### config.mk
export PLATFORM = sky130hd
export DESIGN_NAME = tsc_sync_ctl_flat
export DESIGN_NICKNAME = d
export VERILOG_FILES = /design/src/rtl/tsc_ctl_pkg.sv /design/src/rtl/tsc_sync_ctl_if.sv /design/src/rtl/pps_qual.sv /design/src/rtl/tsc_sync_ctl.sv /design/src/flat_wrapper.sv
export SDC_FILE = /design/constraint.sdc
export NUM_CORES = 1
export LEC_CHECK = 0
export CORE_MARGIN = 2
export CORE_UTILIZATION = 48
export CTS_CLUSTER_DIAMETER = 50
export CTS_CLUSTER_SIZE = 10
export DETAILED_ROUTE_END_ITERATION = 7
export PLACE_DENSITY = 0.72
export SLEW_MARGIN = 30
export SYNTH_ARGS = -nofsm -noshare
export SYNTH_HDL_FRONTEND = slang
export SYNTH_SLANG_ARGS = --single-unit
export TNS_END_PERCENT = 1
### constraint.sdc
create_clock -name clk -period 6.85 [get_ports clk]
set_clock_uncertainty 0.05 [all_clocks]
set_input_delay 2.055 -clock clk [delete_from_list [all_inputs] [get_ports clk]]
set_output_delay 2.055 -clock clk [all_outputs]
set_load 0.02 [all_outputs]
### src/rtl/tsc_ctl_pkg.sv
// Shared types and helpers for the TSC sync controller.
//   state_t  : controller state encoding (visible on ctl_state)
//   SYNC_WIN : cycles after a GPS PPS in which the TSC PPS must appear during SYNC
//   abs32()  : saturating absolute value of a signed 32-bit phase difference
package tsc_ctl_pkg;

    typedef enum logic [2:0] {
        IDLE  = 3'd0,
        QUAL  = 3'd1,
        SYNC  = 3'd2,
        TRACK = 3'd3,
        HOLD  = 3'd4
    } state_t;

    localparam int unsigned SYNC_WIN = 8;

    // 0x8000_0000 has no positive counterpart, so it saturates to 0x7FFF_FFFF.
    function automatic logic [31:0] abs32(input logic signed [31:0] v);
        if (!v[31]) begin
            return v;
        end
        if (v[30:0] == 31'd0) begin
            return 32'h7FFF_FFFF;
        end
        return 32'(-v);
    endfunction

endpackage

### src/rtl/tsc_sync_ctl_if.sv
// Signal bundle between the GPS/TSC/PFD side and the sync controller.
//   gps_3dfix_d, gps_1pps_d, tsc_1pps_d, pll_trig, pdiff_1pps : towards the controller
//   tsc_sync, pfd_resync, ctl_state, locked, holdover,
//   resync_cnt, pdiff_max                                     : from the controller
// master modport: the driving side (receiver logic / tsc / PFD); slave modport: the controller.
interface tsc_sync_ctl_if;
    import tsc_ctl_pkg::*;

    logic               gps_3dfix_d;
    logic               gps_1pps_d;
    logic               tsc_1pps_d;
    logic               pll_trig;
    logic signed [31:0] pdiff_1pps;
    logic               tsc_sync;
    logic               pfd_resync;
    state_t             ctl_state;
    logic               locked;
    logic               holdover;
    logic [15:0]        resync_cnt;
    logic [31:0]        pdiff_max;

    modport master (
        output gps_3dfix_d, gps_1pps_d, tsc_1pps_d, pll_trig, pdiff_1pps,
        input  tsc_sync, pfd_resync, ctl_state, locked, holdover, resync_cnt, pdiff_max
    );

    modport slave (
        input  gps_3dfix_d, gps_1pps_d, tsc_1pps_d, pll_trig, pdiff_1pps,
        output tsc_sync, pfd_resync, ctl_state, locked, holdover, resync_cnt, pdiff_max
    );

endinterface

### src/rtl/pps_qual.sv
// GPS PPS interval qualifier.
//   clk, rst_n : clock, asynchronous active-low reset
//   pps        : GPS PPS, single-cycle pulse
//   arm_clr    : forget the previous pulse (next pulse only arms)
//   good / bad : pulse arrived with interval inside / outside CLK_FREQ +- PPS_TOL
//   missing    : no pulse for more than CLK_FREQ + PPS_TOL cycles
module pps_qual #(
    parameter int unsigned CLK_FREQ = 100_000_000,
    parameter int unsigned PPS_TOL  = 100
) (
    input  logic clk,
    input  logic rst_n,
    input  logic pps,
    input  logic arm_clr,
    output logic good,
    output logic bad,
    output logic missing
);

    localparam logic [31:0] IVL_LO = 32'(CLK_FREQ - PPS_TOL);
    localparam logic [31:0] IVL_HI = 32'(CLK_FREQ + PPS_TOL);

    logic [31:0] ivl_q, ivl_d;
    logic        armed_q, armed_d;
    logic        in_range;

    // Counter holds the number of cycles since the last pulse, as seen on the next pulse.
    always_comb begin
        ivl_d = ivl_q;
        if (pps) begin
            ivl_d = 32'd1;
        end else if (ivl_q != 32'hFFFF_FFFF) begin
            ivl_d = ivl_q + 32'd1;
        end
        armed_d = arm_clr ? 1'b0 : (armed_q | pps);
    end

    always_ff @(posedge clk or negedge rst_n) begin
        if (!rst_n) begin
            ivl_q   <= '0;
            armed_q <= 1'b0;
        end else begin
            ivl_q   <= ivl_d;
            armed_q <= armed_d;
        end
    end

    assign in_range = (ivl_q >= IVL_LO) && (ivl_q <= IVL_HI);
    assign good     = pps & armed_q & in_range;
    assign bad      = pps & armed_q & ~in_range;
    assign missing  = ivl_q > IVL_HI;

endmodule

### src/rtl/tsc_sync_ctl.sv
// TSC / PFD sequencer: qualifies GPS PPS, requests a one-shot TSC resync, restarts the PFD,
// then tracks phase error to report lock, holdover and loss.
//   clk, rst_n : clock, asynchronous active-low reset
//   bus        : tsc_sync_ctl_if.slave (GPS/TSC/PFD inputs, control and status outputs)
// Optional: define TSC_CTL_STATS_EN to implement resync_cnt and pdiff_max; otherwise both
// read as 0 and no registers are built.
module tsc_sync_ctl
    import tsc_ctl_pkg::*;
#(
    parameter int unsigned CLK_FREQ      = 100_000_000,
    parameter int unsigned PPS_TOL       = 100,
    parameter int unsigned QUAL_CNT      = 4,
    parameter int unsigned LOCK_THRESH   = 32,
    parameter int unsigned UNLOCK_THRESH = 1000,
    parameter int unsigned SLIP_CNT      = 3
) (
    input logic           clk,
    input logic           rst_n,
    tsc_sync_ctl_if.slave bus
);

    localparam logic [7:0]  QUAL_LAST = 8'(QUAL_CNT - 1);
    localparam logic [7:0]  SLIP_LAST = 8'(SLIP_CNT - 1);
    localparam logic [31:0] SYNC_TMO  = 32'(2 * CLK_FREQ - 1);
    localparam logic [3:0]  WIN_LEN   = 4'(SYNC_WIN);

    state_t      state_q, state_d;
    logic [7:0]  qual_cnt_q, qual_cnt_d;
    logic [7:0]  slip_cnt_q, slip_cnt_d;
    logic [3:0]  win_q, win_d;
    logic [31:0] sync_tmr_q, sync_tmr_d;
    logic        tsc_sync_q, tsc_sync_d;
    logic        pfd_pend_q, pfd_pend_d;
    logic        pfd_resync_q;
    logic        locked_q, locked_d;
    logic        pps_good, pps_bad, pps_missing;
    logic [31:0] pdiff_abs;

    pps_qual #(
        .CLK_FREQ (CLK_FREQ),
        .PPS_TOL  (PPS_TOL)
    ) u_pps_qual (
        .clk     (clk),
        .rst_n   (rst_n),
        .pps     (bus.gps_1pps_d),
        .arm_clr (state_q == IDLE),
        .good    (pps_good),
        .bad     (pps_bad),
        .missing (pps_missing)
    );

    assign pdiff_abs = abs32(bus.pdiff_1pps);

    always_comb begin
        state_d    = state_q;
        qual_cnt_d = qual_cnt_q;
        slip_cnt_d = slip_cnt_q;
        win_d      = win_q;
        sync_tmr_d = '0;
        tsc_sync_d = tsc_sync_q;
        pfd_pend_d = 1'b0;
        locked_d   = locked_q;
        unique case (state_q)
            IDLE: begin
                qual_cnt_d = '0;
                tsc_sync_d = 1'b0;
                locked_d   = 1'b0;
                if (bus.gps_3dfix_d) state_d = QUAL;
            end
            QUAL: begin
                if (!bus.gps_3dfix_d) begin
                    state_d    = IDLE;
                    qual_cnt_d = '0;
                end else if (pps_good) begin
                    if (qual_cnt_q >= QUAL_LAST) begin
                        state_d    = SYNC;
                        qual_cnt_d = '0;
                        tsc_sync_d = 1'b1;
                        win_d      = '0;
                    end else begin
                        qual_cnt_d = qual_cnt_q + 8'd1;
                    end
                end else if (pps_bad) begin
                    qual_cnt_d = '0;
                end
            end
            SYNC: begin
                sync_tmr_d = sync_tmr_q + 32'd1;
                // win_q counts down the cycles left after the GPS PPS that opened the window.
                if ((win_q != 4'd0) && bus.tsc_1pps_d) begin
                    state_d    = TRACK;
                    tsc_sync_d = 1'b0;
                    pfd_pend_d = 1'b1;
                    win_d      = '0;
                    slip_cnt_d = '0;
                    locked_d   = 1'b0;
                end else if ((win_q == 4'd1) || (sync_tmr_q == SYNC_TMO)) begin
                    state_d    = QUAL;
                    qual_cnt_d = '0;
                    tsc_sync_d = 1'b0;
                    win_d      = '0;
                end else if (win_q != 4'd0) begin
                    win_d = win_q - 4'd1;
                end else if (bus.gps_1pps_d) begin
                    win_d = WIN_LEN;
                end
            end
            TRACK: begin
                if (!bus.gps_3dfix_d || pps_missing) begin
                    state_d    = HOLD;
                    locked_d   = 1'b0;
                    slip_cnt_d = '0;
                end else if (bus.pll_trig) begin
                    locked_d = pdiff_abs <= LOCK_THRESH;
                    if (pdiff_abs > UNLOCK_THRESH) begin
                        if (slip_cnt_q >= SLIP_LAST) begin
                            state_d    = SYNC;
                            slip_cnt_d = '0;
                            tsc_sync_d = 1'b1;
                            win_d      = '0;
                            locked_d   = 1'b0;
                        end else begin
                            slip_cnt_d = slip_cnt_q + 8'd1;
                        end
                    end else begin
                        slip_cnt_d = '0;
                    end
                end
            end
            HOLD: begin
                locked_d = 1'b0;
                if (bus.gps_3dfix_d && pps_good) begin
                    state_d    = QUAL;
                    qual_cnt_d = 8'd1;
                end
            end
            default: state_d = IDLE;
        endcase
    end

    always_ff @(posedge clk or negedge rst_n) begin
        if (!rst_n) begin
            state_q      <= IDLE;
            qual_cnt_q   <= '0;
            slip_cnt_q   <= '0;
            win_q        <= '0;
            sync_tmr_q   <= '0;
            tsc_sync_q   <= 1'b0;
            pfd_pend_q   <= 1'b0;
            pfd_resync_q <= 1'b0;
            locked_q     <= 1'b0;
        end else begin
            state_q      <= state_d;
            qual_cnt_q   <= qual_cnt_d;
            slip_cnt_q   <= slip_cnt_d;
            win_q        <= win_d;
            sync_tmr_q   <= sync_tmr_d;
            tsc_sync_q   <= tsc_sync_d;
            pfd_pend_q   <= pfd_pend_d;
            pfd_resync_q <= pfd_pend_q;
            locked_q     <= locked_d;
        end
    end

    assign bus.tsc_sync   = tsc_sync_q;
    assign bus.pfd_resync = pfd_resync_q;
    assign bus.ctl_state  = state_q;
    assign bus.locked     = locked_q;
    assign bus.holdover   = (state_q == HOLD);

`ifdef TSC_CTL_STATS_EN
    logic [15:0] resync_cnt_q;
    logic [31:0] pdiff_max_q;
    logic        pdiff_upd;

    // Same condition under which TRACK evaluates pll_trig.
    assign pdiff_upd = (state_q == TRACK) && bus.gps_3dfix_d && !pps_missing && bus.pll_trig;

    always_ff @(posedge clk or negedge rst_n) begin
        if (!rst_n) begin
            resync_cnt_q <= '0;
            pdiff_max_q  <= '0;
        end else if (pfd_pend_d) begin
            resync_cnt_q <= resync_cnt_q + 16'd1;
            pdiff_max_q  <= '0;
        end else if (pdiff_upd && (pdiff_abs > pdiff_max_q)) begin
            pdiff_max_q <= pdiff_abs;
        end
    end

    assign bus.resync_cnt = resync_cnt_q;
    assign bus.pdiff_max  = pdiff_max_q;
`else
    assign bus.resync_cnt = '0;
    assign bus.pdiff_max  = '0;
`endif

endmodule

### src/flat_wrapper.sv
// flat-port wrapper written by rule: the top's interface ports become plain ports
module tsc_sync_ctl_flat import tsc_ctl_pkg::*;
#(
    parameter int unsigned CLK_FREQ      = 100_000_000,
    parameter int unsigned PPS_TOL       = 100,
    parameter int unsigned QUAL_CNT      = 4,
    parameter int unsigned LOCK_THRESH   = 32,
    parameter int unsigned UNLOCK_THRESH = 1000,
    parameter int unsigned SLIP_CNT      = 3
)
  (clk, rst_n, bus_gps_3dfix_d, bus_gps_1pps_d, bus_tsc_1pps_d, bus_pll_trig, bus_pdiff_1pps, bus_tsc_sync, bus_pfd_resync, bus_ctl_state, bus_locked, bus_holdover, bus_resync_cnt, bus_pdiff_max);
  tsc_sync_ctl_if bus_i ();
  input logic clk;
  input logic rst_n;
  input wire logic [$bits(bus_i.gps_3dfix_d)-1:0] bus_gps_3dfix_d;
  input wire logic [$bits(bus_i.gps_1pps_d)-1:0] bus_gps_1pps_d;
  input wire logic [$bits(bus_i.tsc_1pps_d)-1:0] bus_tsc_1pps_d;
  input wire logic [$bits(bus_i.pll_trig)-1:0] bus_pll_trig;
  input wire logic [$bits(bus_i.pdiff_1pps)-1:0] bus_pdiff_1pps;
  output wire logic [$bits(bus_i.tsc_sync)-1:0] bus_tsc_sync;
  output wire logic [$bits(bus_i.pfd_resync)-1:0] bus_pfd_resync;
  output wire logic [$bits(bus_i.ctl_state)-1:0] bus_ctl_state;
  output wire logic [$bits(bus_i.locked)-1:0] bus_locked;
  output wire logic [$bits(bus_i.holdover)-1:0] bus_holdover;
  output wire logic [$bits(bus_i.resync_cnt)-1:0] bus_resync_cnt;
  output wire logic [$bits(bus_i.pdiff_max)-1:0] bus_pdiff_max;
  assign bus_i.gps_3dfix_d = bus_gps_3dfix_d;
  assign bus_i.gps_1pps_d = bus_gps_1pps_d;
  assign bus_i.tsc_1pps_d = bus_tsc_1pps_d;
  assign bus_i.pll_trig = bus_pll_trig;
  assign bus_i.pdiff_1pps = bus_pdiff_1pps;
  assign bus_tsc_sync = bus_i.tsc_sync;
  assign bus_pfd_resync = bus_i.pfd_resync;
  assign bus_ctl_state = bus_i.ctl_state;
  assign bus_locked = bus_i.locked;
  assign bus_holdover = bus_i.holdover;
  assign bus_resync_cnt = bus_i.resync_cnt;
  assign bus_pdiff_max = bus_i.pdiff_max;
  tsc_sync_ctl #(.CLK_FREQ(CLK_FREQ), .PPS_TOL(PPS_TOL), .QUAL_CNT(QUAL_CNT), .LOCK_THRESH(LOCK_THRESH), .UNLOCK_THRESH(UNLOCK_THRESH), .SLIP_CNT(SLIP_CNT)) u_core (.clk(clk), .rst_n(rst_n), .bus(bus_i));
endmodule
### Yosys cells after proc, flatten, opt, wreduce, memory -nomap -nowiden

Index checks and enable logic that the tools add are counted.

* reduce and logical (&&, ||, !) cells: 22
* $add $sub $neg: 6
* multiplexer cells: 66
* order comparisons: 7
* bitwise logic cells: 5
* equal/unequal tests: 27

Operator list (count)
* 2-to-1 mux 32 bit: 7
* 2-to-1 mux 8 bit: 12
* adder 32 x 1 -> 32 bit, second input constant: 2
* 2-to-1 mux 4 bit: 11
* 2-to-1 mux 3 bit: 11
* == test 32 x 28 -> 1 bit, second input constant: 1
* >= comparator 32 x 27 -> 1 bit, second input constant: 1
* greater-than comparator 32 x 10 -> 1 bit, second input constant: 1
* greater-than comparator 32 x 27 -> 1 bit, second input constant: 1
* <= comparator 32 x 27 -> 1 bit, second input constant: 1
* <= comparator 32 x 6 -> 1 bit, second input constant: 1
* != test 32 bit, second input constant: 1
* negation 32 bit: 1
* case mux 8 bit (4 select lines): 1
* zero test 31 bit: 1
* 2-to-1 mux 1 bit: 19
* AND reduction 9 bit: 2
* adder 8 x 1 -> 8 bit, second input constant: 2
* >= comparator 8 x 2 -> 1 bit, second input constant: 2
* case mux 8 bit (2 select lines): 1
* case mux 3 bit (5 select lines): 1
* != test 2 x 1 -> 1 bit, second input constant: 7
* case mux 4 bit (3 select lines): 1
* nonzero test 4 bit: 3
* other kinds (25): 42

* logic and storage cells: 144
* input port bits: 38
* flip-flop bits (word level): 92
* output and inout bits: 55

### Depth between registers and ports, before layout

Gate-level depths: netlist of the first run.

* word-level depth: 11
* mapped depth: 13
* mapped depth without buffers: 11

### Hierarchy

From an unflattened synthesis of the first run, not the netlist that was laid out.

* cells, all modules: 793
* area, all modules: 6767.7 um^2

By module, submodules not included
* tsc_sync_ctl: times used 1, area each 4640.7 um^2, cells each 562, seq. area each 1476.4 um^2
* pps_qual: times used 1, area each 2127.0 um^2, cells each 231, seq. area each 825.8 um^2

### Worst setup path after synthesis of the first run

OpenSTA, ideal clock, no wires.

* path type: input to register
* start: input port bus_pdiff_1pps[0]
* end: register u_core.win_q[3]
* setup slack: 2059 ps
* library setup time: 140 ps
* data arrival time: 4600 ps
* path buffers: 2
* stages: 13
* cells stage by stage: inv_1 > ha_1 > nor2b_1 > buf_2 > and4_1 > buf_2 > a41o_1 > a2111oi_0 > o211a_1 > nand4_2 > o41ai_4 > a311o_2 > o2111ai_1

* longest elaborated chain between the ends: 8

Ends and longest elaborated chain
* start, declared: line flat_wrapper.sv:19 `input wire logic [$bits(bus_i.pdiff_1pps)-1:0] bus_pdiff_1pps;`
* parallel branches: the longest is 4 deep, another holds negation 32 bit
* 2-to-1 mux 32 bit (*): line tsc_ctl_pkg.sv:22 `if (v[30:0] == 31'd0) begin`
* greater-than comparator 32 x 10 -> 1 bit (*): line tsc_sync_ctl.sv:115 `if (pdiff_abs > UNLOCK_THRESH) begin`
* != test 2 x 1 -> 1 bit (no source line) (*)
* AND reduction 9 bit (no source line) (*)
* end signal, assigned: line tsc_sync_ctl.sv:156 `win_q <= win_d;`
* end, declared: line tsc_sync_ctl.sv:30 `logic [3:0] win_q, win_d;`

Mark *: on every way between the ends. The select of a mux whose other input is x is not followed.
A chain may end at the register's enable or synchronous reset.

### Final worst setup path of the first run

* start: input port bus_pdiff_1pps[0]
* end: register u_core.slip_cnt_q[0]

* longest elaborated chain between the ends: 10

Ends and longest elaborated chain
* parallel branches: the longest is 4 deep, another holds negation 32 bit
* 2-to-1 mux 32 bit (*): line tsc_ctl_pkg.sv:22
* greater-than comparator 32 x 10 -> 1 bit (*): line tsc_sync_ctl.sv:115
* 2-to-1 mux 8 bit (*): line tsc_sync_ctl.sv:115
* 2-to-1 mux 8 bit (*): line tsc_sync_ctl.sv:113 `end else if (bus.pll_trig) begin`
* 2-to-1 mux 8 bit (*): line tsc_sync_ctl.sv:109 `if (!bus.gps_3dfix_d || pps_missing) begin`
* case mux 8 bit (2 select lines) (*): line tsc_sync_ctl.sv:63 `unique case (state_q)`
* end signal, assigned: line tsc_sync_ctl.sv:155 `slip_cnt_q <= slip_cnt_d;`
* end, declared: line tsc_sync_ctl.sv:29 `logic [7:0] slip_cnt_q, slip_cnt_d;`

Marked as above.

==> impl.org, run 1 <==
** Run status
- The flow ran to the end, and the final reports show no timing, DRC or antenna violations.

** STA
- Setup violations remaining at the end of the flow were counted as 0.
- Final hold slack :: 345 ps
- For the pin with the worst max-slew slack, the measured transition is 827 ps.
- Worst-case headroom to the max-slew limit :: 44.5%
- Summed over all failing endpoints, the final setup total negative slack is 0 ps.
- Final critical-path share of the clock period :: 78.5%
- Setup repair after global routing missed its margin :: false
- The number of endpoints with negative hold slack in the final report was 0.
- Minimum period implied by the final worst setup slack :: 5370 ps
- Maximum frequency from static timing analysis :: 186 MHz
- After layout, the worst setup slack is 1480 ps.
- The count of final max-slew check failures was 0.

** Worst setup path
- Traced cell by cell, the critical path runs through clkdlybuf4s50_1 > inv_1 > ha_1 > nor2b_1 > nand4_1 > nor4_1 > a2111oi_0 > o211a_1 > nand4_2 > nor4_1 > or4b_1 > mux2i_1.
- Endpoint of the most critical register-to-register path :: u_core.qual_cnt_q[0]$_DFFE_PN0P_
- Required time of the worst setup path :: 7070 ps
- Critical Path Fanout Max :: 10
- Reg2Reg Setup Slack :: 3630 ps
- The largest single stage delay on the critical path is 590 ps.
- Tracing the worst setup path back leads to its startpoint at bus_pdiff_1pps[0].
- Kind of cell adding the most delay to the critical path :: simple AND/OR/NAND/NOR gates
- Destination of the critical timing path :: u_core.slip_cnt_q[0]$_DFFE_PN0P_
- Worst reg-to-reg path cell count :: 8
- Crit path depth :: 12
- Cell repeated most along the worst path :: sky130_fd_sc_hd__nor4_1
- The critical path is of the in -> reg type.
- STA puts the critical path data arrival time at 5590 ps.
- Critical path startpoint category :: primary input
- On the critical path, the stage with the largest delay is an instance of sky130_fd_sc_hd__nor4_1.
- The number of buffers and inverters on the critical path is 2.
- Crit Reg-Reg Startpoint :: u_core.u_pps_qual.ivl_q[12]$_DFFE_PN0P_
- CP Capture Type :: flip-flop

** Pwr
- Across the VDD grid, the largest voltage drop is 0.000112 V.
- For this design the ratio of total power to cell area is 206 nW/µm².
- Summed over all cells, the static leakage comes to 2.90 nW.

** Global routing
- Leftover overflow at the end of global routing :: 0
- The initial antenna violation count was 0.
- Pin count of the biggest net entering global routing :: 50
- The first global-routing pass estimated 24.3 mm of wire.
- Number of global-route vias before repair :: 5187
- Overall track demand over capacity in global routing :: 20.5%

** Cells and area
- The area growth from synthesis to layout is 11.2%.
- Final non-filler cell area :: 7050 µm²
- Number of nets in the final layout :: 828
- Post-layout instance count excluding filler cells :: 963
- 0 antenna diodes ended up in the layout.
- The post-route netlist has 6.10% of its cells at a drive strength greater than 1.

** Floorplanning
- Starting density of the core :: 48.5%
- During I/O placement, the number of pins put on the boundary was 93.
- The floorplan has 42 rows.
- The floorplan step defined a core boundary enclosing 13100 µm².
- The die covers 14200 µm².
- The die is 119 µm tall.
- DIE WIDTH :: 119 µm

** Synthesis
- Count of synthesis-stage warnings from yosys :: 0
- Proportion of synthesized flip-flops having asynchronous set or reset :: 100%
- Number of distinct library cells after synthesis :: 78
- Synth Cell Area :: 6350 µm²
- By area the synthesized netlist is led by sky130_fd_sc_hd__dfrtp_1 (36%), sky130_fd_sc_hd__nor2_1 (6.0%), sky130_fd_sc_hd__buf_4 (5.7%).
- The synthesized design contains 92 register bits.
- Synthesis produced a netlist whose cell count is 749.
- Mean instance size in the synthesized netlist :: 8.47 µm²
- Register area share after synthesis :: 36.3%
- In this run the biggest area consumer among cell types represents 36.3% of the synthesized area.
- The most used flip-flop cell after synthesis is sky130_fd_sc_hd__dfrtp_1.
- Number of flops mapped to enable cells by yosys :: 0
- Cell type contributing the most total cell area after synthesis :: sky130_fd_sc_hd__dfrtp_1

** Routing
- Routed WL per cell :: 14.7 µm
- Via-per-instance ratio :: 5.73
- The first detailed-routing pass took 5 iterations.
- DRC viols :: 0
- Via count of the routed design :: 5522
- The count of nets left with antenna violations once routing finished came out at 0.
- The routed design has 14.2 mm of wire.
- The first routing iteration left 541 violations.

** Clock network
- Clock-pin slew was measured on the worst setup and hold paths at 60 ps.
- Gates resized during post-CTS repair numbered 0.
- Count of hold buffers inserted by post-cts repair :: 0
- TritonCTS Sinks :: 92
- Total clock buffers created by CTS :: 9
- For the worst-skew pair, the clock arrives at the later sink with an insertion delay of 350 ps.
- TritonCTS clock tree :: built
- Clock Path Buffers :: 2
- H-tree level count :: 3
- Once the clock tree was built, the setup fixing pass inserted 0 buffers.
- Master cell of the clock root buffer :: sky130_fd_sc_hd__clkbuf_16

** Place
- Once placement completed, the tool counted placed cells totaling 948.
- Port bufs :: 44
- OpenSTA, run right after detailed placement, puts the worst setup slack at 1190 ps.
- Summing all placed instances gives a cell area of 6780 µm².
- HPWL reported at the end of detailed placement :: 10.5 mm
- Routability-driven placement finished with a final weighted congestion of 0.902.

** Run
- Max-Cap Viols :: 0

** Worst hold path
- The min-delay analysis places its worst path in the category reg -> reg.
[flip-flops by register name, summed over array words and instances (netlist names)]
name / count
u_core.win_q: 4
u_core.bus.tsc_sync: 1
u_core.bus.pfd_resync: 1
u_core.bus.locked: 1
u_core.qual_cnt_q: 8
u_core.bus.ctl_state: 3
u_core.u_pps_qual.armed_q: 1
u_core.sync_tmr_q: 32
u_core.pfd_pend_q: 1
u_core.slip_cnt_q: 8
u_core.u_pps_qual.ivl_q: 32
[where the power goes]
part	switching [mW]	internal [mW]
Sequential	0.0570	0.573
Clock	0.209	0.247
Combinational	0.227	0.140
Total	0.494	0.960
[stage by stage]
| stage | util [%] | total power, mW |
|---|---|---|
| 5_1_grt | 53.9 | 1.54 |
| 3_5_place_dp | 51.8 | 1.00 |
| 3_3_place_gp | 51.6 | 0.986 |
| 6_report | 53.9 | 1.45 |
| 2_1_floorplan | - | 0.899 |
| 4_1_cts | 53.9 | 1.46 |
[cell type report]
type | count | area (µm²)
clock buffer | 9 | 225
clock inverter | 6 | 48.8
fill | 1182 | 6030
inverter | 25 | 93.8
multi-input combinational | 605 | 3660
sequential | 92 | 2300
tap | 176 | 220
timing repair buffer | 50 | 503
[cell usage after synthesis (all sizes together), types with 4 or more instances]
master,count
nand3,40
or3,16
and2,11
nor2,102
a41oi,5
dfrtp,92
a21o,4
clkbuf,21
and2b,4
xor2,40
or2,4
nand2,62
a21oi,27
buf,53
ha,7
o21ai,28
nor4,20
nor2b,9
a2111oi,6
xnor2,16
inv,25
a31oi,9
and3,11
nor3,34
or4,5
nand4,25
o211ai,5
o31ai,5
and4,8
o22ai,7
[routing by layer]
layer	part of all wire, %	vias up	track usage (%)
met1	45	2678	27.2
met2	48	152	33.9
met5	0	-	0
met3	4.7	29	4.12
li1	-	2663	-
met4	1.9	0	6.32
[cells by family after synthesis]
kind of cell	after synthesis	synth area share, %
and+or+nand+nor	364	30.1
AOI/OAI and AO/OA	125	14.7
buffers and inverters	99	8.81
DFF	92	36.3
xor gates and xnor gates	56	7.73
adders and majority gates	7	1.38
muxes	5	0.887
other	1	0.0591
[worst min path at each step]
stage | slack [ps] | start | cells past startpoint | end
3_3_place_gp | 300 | u_core.pfd_pend_q$_DFF_PN0_ | 0 | u_core.bus.pfd_resync$_DFF_PN0_
2_1_floorplan | 280 | u_core.pfd_pend_q$_DFF_PN0_ | 0 | u_core.bus.pfd_resync$_DFF_PN0_
5_1_grt | 350 | u_core.pfd_pend_q$_DFF_PN0_ | 0 | u_core.bus.pfd_resync$_DFF_PN0_
6_report | 340 | u_core.pfd_pend_q$_DFF_PN0_ | 0 | u_core.bus.pfd_resync$_DFF_PN0_
3_5_place_dp | 330 | u_core.pfd_pend_q$_DFF_PN0_ | 0 | u_core.bus.pfd_resync$_DFF_PN0_
4_1_cts | 340 | u_core.pfd_pend_q$_DFF_PN0_ | 0 | u_core.bus.pfd_resync$_DFF_PN0_
[cell usage in the layout (no fill, tap or decap), types with 16 or more instances in the layout]
master / count
sky130_fd_sc_hd__a21oi_1: 27
sky130_fd_sc_hd__clkdlybuf4s50_1: 43
sky130_fd_sc_hd__conb_1: 48
sky130_fd_sc_hd__dfrtp_1: 92
sky130_fd_sc_hd__inv_1: 25
sky130_fd_sc_hd__nand2_1: 61
sky130_fd_sc_hd__nand3_1: 40
sky130_fd_sc_hd__nand4_1: 23
sky130_fd_sc_hd__nor2_1: 101
sky130_fd_sc_hd__nor3_1: 31
sky130_fd_sc_hd__nor4_1: 19
sky130_fd_sc_hd__o21ai_0: 25
sky130_fd_sc_hd__xnor2_1: 16
sky130_fd_sc_hd__xor2_1: 40
Note: power is estimated with default switching activity, not from simulation.
==> run 2, diff against run 1 <==
- PLACE_DENSITY: 0.72 -> 0.75
- clock period: 6.85 -> 4.8 ns (I/O delays scaled with it)
==> impl.org, run 2 (same netlist as run 1, synthesis figures left out) <==
** STA
- The relative slew slack is 44.5% (about the same).
- The count of final max-slew check failures came to 0 (unchanged).
- The final critical path takes up 93.1% of the cycle.
- The number of endpoints with negative hold slack in the final report is 0 (unchanged).
- Total Negative Setup Slacks :: 0 ps (unchanged)
- The worst-case setup margin in the final layout came to 330 ps (was 1480 ps).
- Based on the critical path, the design can be clocked at up to 224 MHz.
- The setup violation total in the final timing report is 0 (unchanged).
- The worst path in the final design needs a cycle of 4470 ps, including I/O delays and setup.
- Setup repair after global routing missed its margin: false (unchanged).
- The measured slew at the worst slew-check pin was 826 ps (was 827 ps).

** Clock network
- The number of buffers created by CTS was 9 (unchanged).
- Clock Latency Late Sink :: 340 ps (was 350 ps)
- The clock tree from TritonCTS is built (unchanged).
- Number of gates resized after cts :: 0 (unchanged)
- Clock Path Buffers :: 2 (unchanged)
- The count of buffers added by post-CTS timing repair for setup was 0 (unchanged).
- The number of clock sinks came to 92 (unchanged).
- H-tree level count :: 3 (unchanged)
- The clock edge transition at the registers on the reported setup and hold paths is 60 ps (about the same).
- Master cell of the clock root buffer :: sky130_fd_sc_hd__clkbuf_16 (unchanged)
- The hold buffer count at cts is 0 (unchanged).

** Cells and area
- Biggest registers after layout :: u_core.sync_tmr_q: 32 flops, u_core.u_pps_qual.ivl_q: 32 flops (unchanged)
- The antenna cell count was 0 (unchanged).
- Most common cell after layout, fill and taps aside :: sky130_fd_sc_hd__nor2_1 (unchanged)
- Leading cell types in the layout, fill and taps excluded :: sky130_fd_sc_hd__nor2_1 (101), sky130_fd_sc_hd__dfrtp_1 (92), sky130_fd_sc_hd__nand2_1 (61), sky130_fd_sc_hd__conb_1 (48), sky130_fd_sc_hd__clkdlybuf4s50_1 (43) (unchanged)
- Area overhead of the layout relative to synthesis :: 13.5% (was 11.2%)
- The summed area of non-filler cells in the final layout was 7200 µm² (was 7050 µm²).
- The share of cells above drive strength 1 came to 8.43% (was 6.10%).
- The post-layout net count is 848 (was 828).

** Floorplanning
- Overall die height :: 119 µm (unchanged)
- The initial standard-cell utilization of the core came to 48.5% (unchanged).
- The count of boundary I/O pins was 93 (unchanged).
- DIE WIDTH :: 119 µm (unchanged)
- Placeable core area :: 13100 µm² (unchanged)
- Area of the die :: 14200 µm² (unchanged)
- FP Rows :: 42 (unchanged)

** Global routing
- Most congested layer reported by global routing :: met2 (unchanged)
- Overall track demand over capacity in global routing :: 20.1% (was 20.5%)
- Pin count of the biggest net entering global routing :: 81 (was 50)
- Wire length of the first global-routing pass :: 23.6 mm (was 24.3 mm)
- The initial antenna violation count is 0 (unchanged).
- Fraction of met3 tracks used by global routing :: 4.41% (was 4.12%)
- Met2 track demand over resource in global routing :: 32.0% (was 33.9%)
- Number of global-route vias before repair :: 4988 (was 5187)
- Met1 demand-to-capacity share in global routing :: 28.4% (was 27.2%)
- The aggregate global routing overflow was 0 (unchanged).

** Worst setup path
- The capturing point of the worst reg2reg path is u_core.qual_cnt_q[0]$_DFFE_PN0P_ (unchanged).
- The critical path required time came to 4940 ps (was 7070 ps).
- Critical Path Fanout Max :: 9 (was 10)
- Critical path startpoint category :: primary input (unchanged)
- The reg-to-reg startpoint is u_core.u_pps_qual.ivl_q[12]$_DFFE_PN0P_ (unchanged).
- WP data arrival :: 4610 ps (was 5590 ps)
- The setup slack on the worst flop-to-flop path is 1570 ps (was 3630 ps).
- The number of cells on the worst reg-to-reg path was 8 (unchanged).
- The launch point of the critical path is bus_pdiff_1pps[0] (unchanged).
- The start-to-end type of the worst setup path is in -> reg (unchanged).
- Destination of the critical timing path :: u_core.win_q[3]$_DFFE_PN0P_ (was u_core.slip_cnt_q[0]$_DFFE_PN0P_)
- The endpoint kind of the worst setup timing path is a flip-flop (unchanged).

** Place
- HPWL reported at the end of detailed placement :: 9.99 mm (was 10.5 mm)
- The worst setup slack after placement came to 12.5 ps (was 1190 ps).
- Placement-stage cell area :: 6910 µm² (was 6780 µm²)
- The count of port buffers added during placement came to 44 (unchanged).
- Final estimated routing congestion in global placement :: 0.913 (was 0.902)

** Routing
- The routed via count divided by cell count was 5.51 (was 5.73).
- Via count of the routed design :: 5413 (was 5522)
- The number of design rule violations left after detail routing is 0 (unchanged).
- The total iterations of the first detailed-routing run was 5 (unchanged).
- The total wire length came to 13.8 mm (was 14.2 mm).
- Antenna-violating nets left :: 0 (unchanged)
- Routed WL per cell :: 14.1 µm (was 14.7 µm)
- The initial detailed-routing violation count is 444 (was 541).

** Pwr
- The areal power density over the cells was 292 nW/µm² (was 206 nW/µm²).
- The leakage component of the power was 3.00 nW (was 2.90 nW).
- The power after layout was 2.10 mW (was 1.45 mW).
- Maximum vdd ir drop :: 0.000208 V (was 0.000112 V)

** Worst hold path
- The worst hold path class is reg -> reg (unchanged).

** Run
- Max-Cap Viols :: 0 (unchanged)

** Run status
- Run status :: finished clean (unchanged)
[run 2: cell types whose count changed in the layout (fill, tap and decap cells not counted), sizes merged]
cell,delta
inv,-2
clkbuf,+3
clkinv,+1
buf,+20
clkinvlp,-2
[run 2: report_power, final]
part	switching [mW]	leakage [nW]	internal [mW]
combinational	0.322	1.59	0.209
clock	0.286	0.141	0.390
sequential	0.0780	1.27	0.818
[run 2: stage by stage]
stage / hold WS (ps) / utilization (%) / cells
2_1_floorplan: 281 / - / 796
6_report: 298 / 55.0 / 983
3_5_place_dp: 286 / 52.8 / 968
3_3_place_gp: 284 / 52.8 / 968
5_1_grt: 317 / 55.0 / 983
4_1_cts: 300 / 55.0 / 983
[run 2: cell type report]
cell class | count | area [µm²]
repair buffers | 70 | 637
clock inverters | 3 | 21.3
clock buffers | 12 | 267
multi-input cells | 605 | 3660
flip-flops and latches | 92 | 2300
inverters | 25 | 93.8
well taps | 176 | 220
fillers | 1187 | 5880
[run 2: how the worst min path moves through the flow]
stage                     cells after the start                               to                         from  slack, ps
after floorplan                               0  u_core.bus.pfd_resync$_DFF_PN0_  u_core.pfd_pend_q$_DFF_PN0_        280
after global placement                        0  u_core.bus.pfd_resync$_DFF_PN0_  u_core.pfd_pend_q$_DFF_PN0_        280
after detailed placement                      0  u_core.bus.pfd_resync$_DFF_PN0_  u_core.pfd_pend_q$_DFF_PN0_        290
after CTS                                     0  u_core.bus.pfd_resync$_DFF_PN0_  u_core.pfd_pend_q$_DFF_PN0_        300
after global routing                          0  u_core.bus.pfd_resync$_DFF_PN0_  u_core.pfd_pend_q$_DFF_PN0_        320
final                                         0  u_core.bus.pfd_resync$_DFF_PN0_  u_core.pfd_pend_q$_DFF_PN0_        300
[run 2: critical path: stages]
cell and delay [ps]:
sky130_fd_sc_hd__clkdlybuf4s50_1 550, sky130_fd_sc_hd__inv_1 60, sky130_fd_sc_hd__ha_1 210, sky130_fd_sc_hd__nor2b_1 150, sky130_fd_sc_hd__and4_1 250, sky130_fd_sc_hd__a41o_1 270, sky130_fd_sc_hd__a2111oi_0 440, sky130_fd_sc_hd__o211a_1 230
sky130_fd_sc_hd__nand4_2 160, sky130_fd_sc_hd__o41ai_4 430, sky130_fd_sc_hd__a311o_2 260, sky130_fd_sc_hd__o2111ai_1 140
[run 2: per-layer routing]
metal,vias up,wire [µm]
met1,2542,6620
met3,13,668
met4,0,159
met2,143,6370
li1,2715,-
met5,-,0
